## config.mk

```make
export PLATFORM = sky130hd
export DESIGN_NAME = reorder_buffer
export DESIGN_NICKNAME = d
export VERILOG_FILES = /design/src/rtl/reorder_buffer.sv
export SDC_FILE = /design/constraint.sdc
export NUM_CORES = 1
export LEC_CHECK = 0
export CORE_AREA = 2 2 259 261
export CTS_CLUSTER_SIZE = 14
export DETAILED_ROUTE_END_ITERATION = 8
export DIE_AREA = 0 0 261 263
export GPL_ROUTABILITY_DRIVEN = 0
export GPL_TIMING_DRIVEN = 1
export PLACE_DENSITY = 0.83
export SLEW_MARGIN = 20
export SYNTH_ARGS = -nofsm -noshare
export SYNTH_HDL_FRONTEND = slang
export SYNTH_SLANG_ARGS = --single-unit
```

## constraint.sdc

```tcl
create_clock -name clk -period 6.9 [get_ports clk]
set_input_delay 1.38 -clock clk [delete_from_list [all_inputs] [get_ports clk]]
set_output_delay 1.38 -clock clk [all_outputs]
set_load 0.05 [all_outputs]
```

## src/rtl/reorder_buffer.sv

```systemverilog
// ---------------------------------------------------------------------------
// reorder_buffer
//
// Circular reorder buffer that accepts instructions in program order, collects
// their results out of order through a writeback port, and retires them back
// in program order, at most one per cycle, into the register-file commit port.
// Operand lookups use two combinational query ports.
//
// Parameters
//   ROB_DEPTH   entry count; must equal 2**ROB_IDX_W
//   ROB_IDX_W   index width (also the rename tag width)
//
// Ports
//   clk, rst           rising-edge clock, synchronous active-high reset
//   rdy                global enable; every register holds while rdy=0
//   issue_*            in-order allocation at tail; issue_rob_index is the tag
//   rob_full           count==ROB_DEPTH at the start of the cycle
//   wb_*               result writeback by rename tag
//   q1_*, q2_*         operand query (ready flag and value) by rename tag
//   commit_*           registered retire outputs for the register file
//   flush              discard every in-flight entry (branch mispredict)
//
// Optional feature
//   ROB_WB_BYPASS_EN   when defined, the query ports forward a same-cycle
//                      writeback to a valid entry instead of waiting a cycle.
// ---------------------------------------------------------------------------
module reorder_buffer #(
  parameter int ROB_DEPTH = 16,
  parameter int ROB_IDX_W = 4
) (
  input  logic                 clk,
  input  logic                 rst,
  input  logic                 rdy,

  input  logic                 issue_valid,
  input  logic                 issue_has_rd,
  input  logic [4:0]           issue_rd,
  output logic [ROB_IDX_W-1:0] issue_rob_index,
  output logic                 rob_full,

  input  logic                 wb_valid,
  input  logic [ROB_IDX_W-1:0] wb_rob_index,
  input  logic [31:0]          wb_value,

  input  logic [ROB_IDX_W-1:0] q1_index,
  input  logic [ROB_IDX_W-1:0] q2_index,
  output logic                 q1_ready,
  output logic                 q2_ready,
  output logic [31:0]          q1_value,
  output logic [31:0]          q2_value,

  output logic                 commit_en,
  output logic [4:0]           commit_reg_index,
  output logic [ROB_IDX_W-1:0] commit_rename,
  output logic [31:0]          commit_value,

  input  logic                 flush
);

  localparam logic [ROB_IDX_W:0]   FULL_COUNT = (ROB_IDX_W+1)'(ROB_DEPTH);
  localparam logic [ROB_IDX_W:0]   COUNT_ONE  = (ROB_IDX_W+1)'(1);
  localparam logic [ROB_IDX_W-1:0] IDX_ONE    = ROB_IDX_W'(1);

  logic [ROB_DEPTH-1:0] ent_valid;
  logic [ROB_DEPTH-1:0] ent_ready;
  logic [ROB_DEPTH-1:0] ent_has_rd;
  logic [4:0]           ent_rd    [ROB_DEPTH];
  logic [31:0]          ent_value [ROB_DEPTH];

  logic [ROB_IDX_W-1:0] head;
  logic [ROB_IDX_W-1:0] tail;
  logic [ROB_IDX_W:0]   count;

  logic do_issue;
  logic do_retire;
  logic do_wb;

  assign issue_rob_index = tail;
  assign rob_full        = (count == FULL_COUNT);

  // Issue is refused whenever the buffer starts the cycle full, even if the
  // head retires on the same edge; this keeps tail from ever overtaking head.
  assign do_issue  = issue_valid && !rob_full;
  assign do_retire = ent_valid[head] && ent_ready[head];
  assign do_wb     = wb_valid && ent_valid[wb_rob_index];

  // Query ports. With the bypass, a writeback landing on a valid entry this
  // cycle is forwarded so dependent instructions need not wait an extra cycle.
  always_comb begin
    q1_ready = ent_valid[q1_index] && ent_ready[q1_index];
    q1_value = ent_value[q1_index];
    q2_ready = ent_valid[q2_index] && ent_ready[q2_index];
    q2_value = ent_value[q2_index];
`ifdef ROB_WB_BYPASS_EN
    if (wb_valid && ent_valid[wb_rob_index] && (wb_rob_index == q1_index)) begin
      q1_ready = 1'b1;
      q1_value = wb_value;
    end
    if (wb_valid && ent_valid[wb_rob_index] && (wb_rob_index == q2_index)) begin
      q2_ready = 1'b1;
      q2_value = wb_value;
    end
`endif
  end

  // Issue, writeback and retire never touch the same entry's valid/ready bits
  // in one cycle: head==tail only when empty (no retire) or full (no issue),
  // and a writeback can only hit the tail slot when that slot is valid (full).
  // Retire reads the value stored at cycle start, so a same-edge writeback to
  // an already-ready head cannot change what is committed.
  always_ff @(posedge clk) begin
    if (rst) begin
      ent_valid        <= '0;
      ent_ready        <= '0;
      ent_has_rd       <= '0;
      for (int i = 0; i < ROB_DEPTH; i++) begin
        ent_rd[i]    <= 5'd0;
        ent_value[i] <= 32'd0;
      end
      head             <= '0;
      tail             <= '0;
      count            <= '0;
      commit_en        <= 1'b0;
      commit_reg_index <= 5'd0;
      commit_rename    <= '0;
      commit_value     <= 32'd0;
    end else if (rdy) begin
      if (flush) begin
        ent_valid <= '0;
        ent_ready <= '0;
        head      <= '0;
        tail      <= '0;
        count     <= '0;
        commit_en <= 1'b0;
      end else begin
        if (do_wb) begin
          ent_ready[wb_rob_index] <= 1'b1;
          ent_value[wb_rob_index] <= wb_value;
        end

        if (do_issue) begin
          ent_valid[tail]  <= 1'b1;
          ent_ready[tail]  <= 1'b0;
          ent_has_rd[tail] <= issue_has_rd;
          ent_rd[tail]     <= issue_rd;
          tail             <= tail + IDX_ONE;
        end

        // Writes to x0 and instructions without a destination retire
        // silently: head advances but the register file is not written.
        commit_en <= do_retire && ent_has_rd[head] && (ent_rd[head] != 5'd0);
        if (do_retire) begin
          ent_valid[head]  <= 1'b0;
          head             <= head + IDX_ONE;
          commit_reg_index <= ent_rd[head];
          commit_rename    <= head;
          commit_value     <= ent_value[head];
        end

        case ({do_issue, do_retire})
          2'b10:   count <= count + COUNT_ONE;
          2'b01:   count <= count - COUNT_ONE;
          default: count <= count;
        endcase
      end
    end
  end

endmodule

```

## After elaboration in Yosys (flattened, before gate mapping)

Memories as Yosys holds them, arrays and structs flattened. A register that Yosys moved wholly into a read port is not among the register bits.
Cells that the tools add are included.

| word-level totals | value |
|---|---|
| flip-flop bits (word level) | 71 |
| bits in latches | 0 |
| bits in writable memories | 592 |
| ROM bits | 0 |
| input port bits | 56 |
| memories | 2 |

Memory list:

| name | depth | width | rd ports | clocked after memory_dff | write ports | RTL line | RTL |
|---|---|---|---|---|---|---|---|
| ent_value | 16 | 32 | 3 | 1 | 16 | 68 | `logic [31:0] ent_value [ROB_DEPTH];` |
| ent_rd | 16 | 5 | 1 | 1 | 16 | 67 | `logic [4:0] ent_rd [ROB_DEPTH];` |

| cells by class | value |
|---|---|
| add/sub/neg operators | 4 |
| multiply operators | 0 |
| div/mod/pow operators | 0 |
| $lt $le $gt $ge | 8 |
| equality and inequality tests | 3 |
| shifts and indexed selects | 0 |
| mux-type cells | 62 |
| bitwise logic cells | 7 |
| reductions and logical operators | 22 |

Operators by type and width:

| operator | count |
|---|---|
| 16-bit 2-to-1 mux | 12 |
| 16-bit AND | 2 |
| 1-bit binary-select mux with 4-bit select | 8 |
| 32-bit 2-to-1 mux | 1 |
| 4-bit 2-to-1 mux | 8 |
| 16-bit inverter | 2 |
| 16-bit OR | 2 |
| 32-bit OR reduction | 1 |
| 1-bit 2-to-1 mux | 26 |
| 4-bit by 5-bit less-than comparator with 1-bit output (second input constant) | 5 |
| 16-bit bitwise mux | 1 |
| 1-bit demux with 4-bit select | 3 |
| 4-bit by 1-bit greater-or-equal comparator with 1-bit output (second input constant) | 3 |
| 1-bit logical AND | 10 |
| 5-bit 2-to-1 mux | 2 |
| 5-bit case mux with 2 select lines | 1 |
| 4-bit by 1-bit adder with 4-bit output (second input constant) | 2 |
| 2-bit AND reduction | 3 |
| 3-bit AND reduction | 2 |
| 5-bit by 1-bit adder with 5-bit output (second input constant) | 1 |
| 5-bit == test (second input constant) | 1 |
| 5-bit nonzero test | 1 |
| 5-bit OR reduction | 1 |
| 5-bit by 1-bit subtractor with 5-bit output (second input constant) | 1 |
| other kinds (6) | 7 |

## Logic depth before layout (Yosys ltp)

| logic depth | value |
|---|---|
| depth in word-level cells | 12 |
| depth in mapped cells | 15 |
| depth with buffers taken out | 12 |

## Worst setup path before layout

No wires, ideal clock.

| timing path | value |
|---|---|
| path kind | in2out |
| start | in q1_index[0] |
| end | out q1_value[22] |
| data arrival time | 3373 ps |
| data required time | 5520 ps |
| setup slack | 2147 ps |
| stages | 4 |
| path buffers | 2 |
| cells stage by stage | buf_2 -> buf_1 -> mux4_2 -> mux4_2 |

| between the ends | value |
|---|---|
| word-level cells in the longest chain between the ends | 1 |

Ends and longest elaborated chain:

| what | RTL line | RTL |
|---|---|---|
| start: declaration | 45 | `input logic [ROB_IDX_W-1:0] q1_index,` |
| memory 16 x 32 bit | -- |  |
| end: declaration | 49 | `output logic [31:0] q1_value,` |

Every way passes these cells.

## Worst setup path after layout

| timing path | value |
|---|---|
| start | in q1_index[0] |
| end | out q1_value[0] |

Same word-level chain as after synthesis.

==> impl_metrics.toml <==
[clock_network]
tritoncts = "built"
numCtsBuffers = 74
clk-insertion-delay-late_ns = 0.65
path_clk_slew_ns = 0.06
htree_levels = 3
hold_buffers = 0
cts_resized = 0
clk_root_buffer_cell = "clkbuf_16"
post-cts-setup-buffers = 0
clock-sinks = 699
clockBufferDepth = 3

[die]
die_area_sq_um = 68640
pin_count = 169
placeableCoreArea_sq_um = 65630
die_w_um = 261
start_util = 0.5991
rows = 94
die_h_um = 263

[logic_synthesis]
synthMuxAreaShare = 0.3026
ys_types = 50
async_flop_share = 0
synthFlopType = "edfxtp_1"
ys_seq_elements = 699
yosys_warnings = 0
synth_top_family_by_area = "multiplexers"
synth_nets = 2687
syn-cell-area_sq_um = 39320
synth_compound_area_frac = 0.02756
synth_area_per_cell_sq_um = 15.00
synth_adder_area_share = 0.003182
synthXorXnorAreaFrac = 0.0006682
synthCells = 2621
synth_edf_count = 592
synthSimpleGateAreaFrac = 0.1319
yosysSeqAreaShare = 0.5066

[global_route]
track_usage = 0.3609
grt_pass1_vias = 27660
antenna_found_initial = 9
grt_pass1_wl_um = 179100
grt_max_degree = 76
grt-ovfl-total = 0

[setup_path]
worstReg2RegStart = "head[1]$_SDFFE_PP0P_"
cp_max_fo = 43
ff2ff_path_depth = 12
r2r-end = "count[4]$_SDFFE_PP0P_"
crit_path_frequent_cell = "mux4_2"
critPathSlowestCell = "clkdlybuf4s50_1"
path_class = "input port to output pin"
arrival_ns = 4.25
cp_data_required_time_ns = 5.52
worstSetupEndpointType = "output pin"
max_stage_delay_ns = 0.76
cp_cell_sequence = "clkbuf_8 -> buf_12 -> mux4_2 -> mux4_2 -> clkdlybuf4s50_1"
r2r_setup_slack_ns = 2.50
startpoint_type = "input port"

[sta]
fin_crit_sh = 0.8161
setup_violations = 0
fin_setup_tns_ns = 0
hold_viol = 0
skew_ns = 0.02822
relSlewSlack = 0.2604
slew_viol_final = 0
fmax_mhz = 177.6
hold_slack_ns = 0.4532
grt_setup_unrepaired = "no"
layout_setup_ws_ns = 1.269
period_minus_slack_ns = 5.631
worstMarginPinSlew_ns = 1.109

[detailed_routing]
vias = 26540
wire_per_inst_um = 33.64
drc = 0
met3_length_um = 16940
drt-met1-wl_um = 37850
drtAntennaViolNets = 0
routed_wl_um = 121400
vias_per_cell = 7.351
drt-initial-drc-count = 4439
dr.max_layer_used = "met5"
dr_wl_met2_um = 58250
drt-pass1-iter-count = 6

[placement]
place_ws_ns = 1.281
hpwl_um = 71990
dp_cells = 3471
place_area_sq_um = 41830
portBuffers = 168

[hold_path]
hold_start = "commit_value[13]$_SDFFE_PP0P_"
min_path_type = "flop to flop"
min_delay_path_depth = 2
holdPathEnd = "commit_value[13]$_SDFFE_PP0P_"

[power]
cellPowerDensity_nw_per_um2 = 225.4
power_mw = 9.976
power_leakage_nw = 15.06
ir_drop_mv = 0.2223

[cells_and_area]
fin_nets = 2749
design_area_sq_um = 44260
layout-drive-gt1-share = 0.2792
fillers = 4218
fin_cells = 3610
synthToLayoutAreaGrowth_pct = 12.56
utilization = 0.6744

[outcome]
outcome = "completed"

[job]
max_cap_viol_count = 0
## state kept, by name, indices dropped and copies added (netlist names), named ones only
| register | flops |
|---|---|
| commit_en | 1 |
| commit_reg_index | 5 |
| commit_rename | 4 |
| commit_value | 32 |
| count | 5 |
| ent_has_rd | 16 |
| ent_rd | 80 |
| ent_ready | 16 |
| ent_valid | 16 |
| ent_value | 512 |
| head | 4 |
| issue_rob_index | 4 |
## placed cells by master (no fill, tap or decap), types with 10 or more instances in the layout
| cell type | count |
|---|---|
| nor3_1 | 20 |
| and2_1 | 594 |
| o21ai_0 | 34 |
| dfxtp_1 | 104 |
| buf_4 | 67 |
| clkinv_2 | 15 |
| and3_1 | 12 |
| mux4_2 | 527 |
| nand3_1 | 20 |
| ha_1 | 10 |
| nor2_4 | 13 |
| inv_1 | 23 |
| clkbuf_1 | 16 |
| nor2b_1 | 10 |
| nor2_1 | 51 |
| a21oi_1 | 79 |
| edfxtp_1 | 592 |
| nand2_1 | 147 |
| or2_2 | 21 |
| a31oi_1 | 20 |
| clkdlybuf4s50_1 | 159 |
| clkbuf_16 | 75 |
## cells by family after synthesis
group           after synthesis
mux                         530
xor+xnor                      3
fa+ha+maj                    10
flops                       699
simple gates                919
buf+inv                     277
compound gates              183
## critical path: cells and delay by family
kind,cells,cell delay (ns)
buffers and inverters,3,1.63
muxes,2,1.17
## per-layer routing
metal,vias to the layer above,GRT usage
li1,10350,-
met1,13210,0.4546
met2,2394,0.5663
met3,579,0.09320
met4,4,0.2178
met5,-,0
## cell usage after synthesis, drive strengths merged, types with 20 or more instances
cell / instances / area share
and2: 595 / 0.095
edfxtp: 592 / 0.45
mux4: 527 / 0.30
clkbuf: 180 / 0.017
nand2: 148 / 0.014
dfxtp: 107 / 0.054
a21oi: 79 / 0.010
buf: 72 / 0.0079
nor2: 64 / 0.0061
o21ai: 35 / 0.0045
inv: 24 / 0.0023
or2: 22 / 0.0035
a31oi: 21 / 0.0033
nor3: 21 / 0.0027
nand3: 20 / 0.0025
## worst max path at each step
stage / start / to / cells past startpoint
3_5_place_dp: q1_index[0] / q1_value[17] / 5
2_1_floorplan: q1_index[0] / q1_value[22] / 4
3_3_place_gp: q1_index[0] / q1_value[17] / 5
6_report: q1_index[0] / q1_value[0] / 5
5_1_grt: q1_index[0] / q1_value[20] / 5
4_1_cts: q1_index[0] / q1_value[20] / 5
## final cells by class
type	count	area [sq um]	share of cell area
sequential	699	19930	0.4503
multi-input combinational	1645	18450	0.4168
timing repair buffer	238	2275	0.05140
clock buffer	91	1937	0.04376
tap	864	1081	0.02443
clock inverter	42	480.5	0.01086
inverter	25	93.84	0.002120
antenna	6	15.01	0.0003392
## report_power, final
part / switching [mW] / internal (mW) / leakage (nW)
Clock: 1.74 / 2.35 / 1.18
Sequential: 0.0903 / 4.69 / 6.97
Combinational: 0.647 / 0.461 / 6.91
Power figures use the tool's default switching activity.
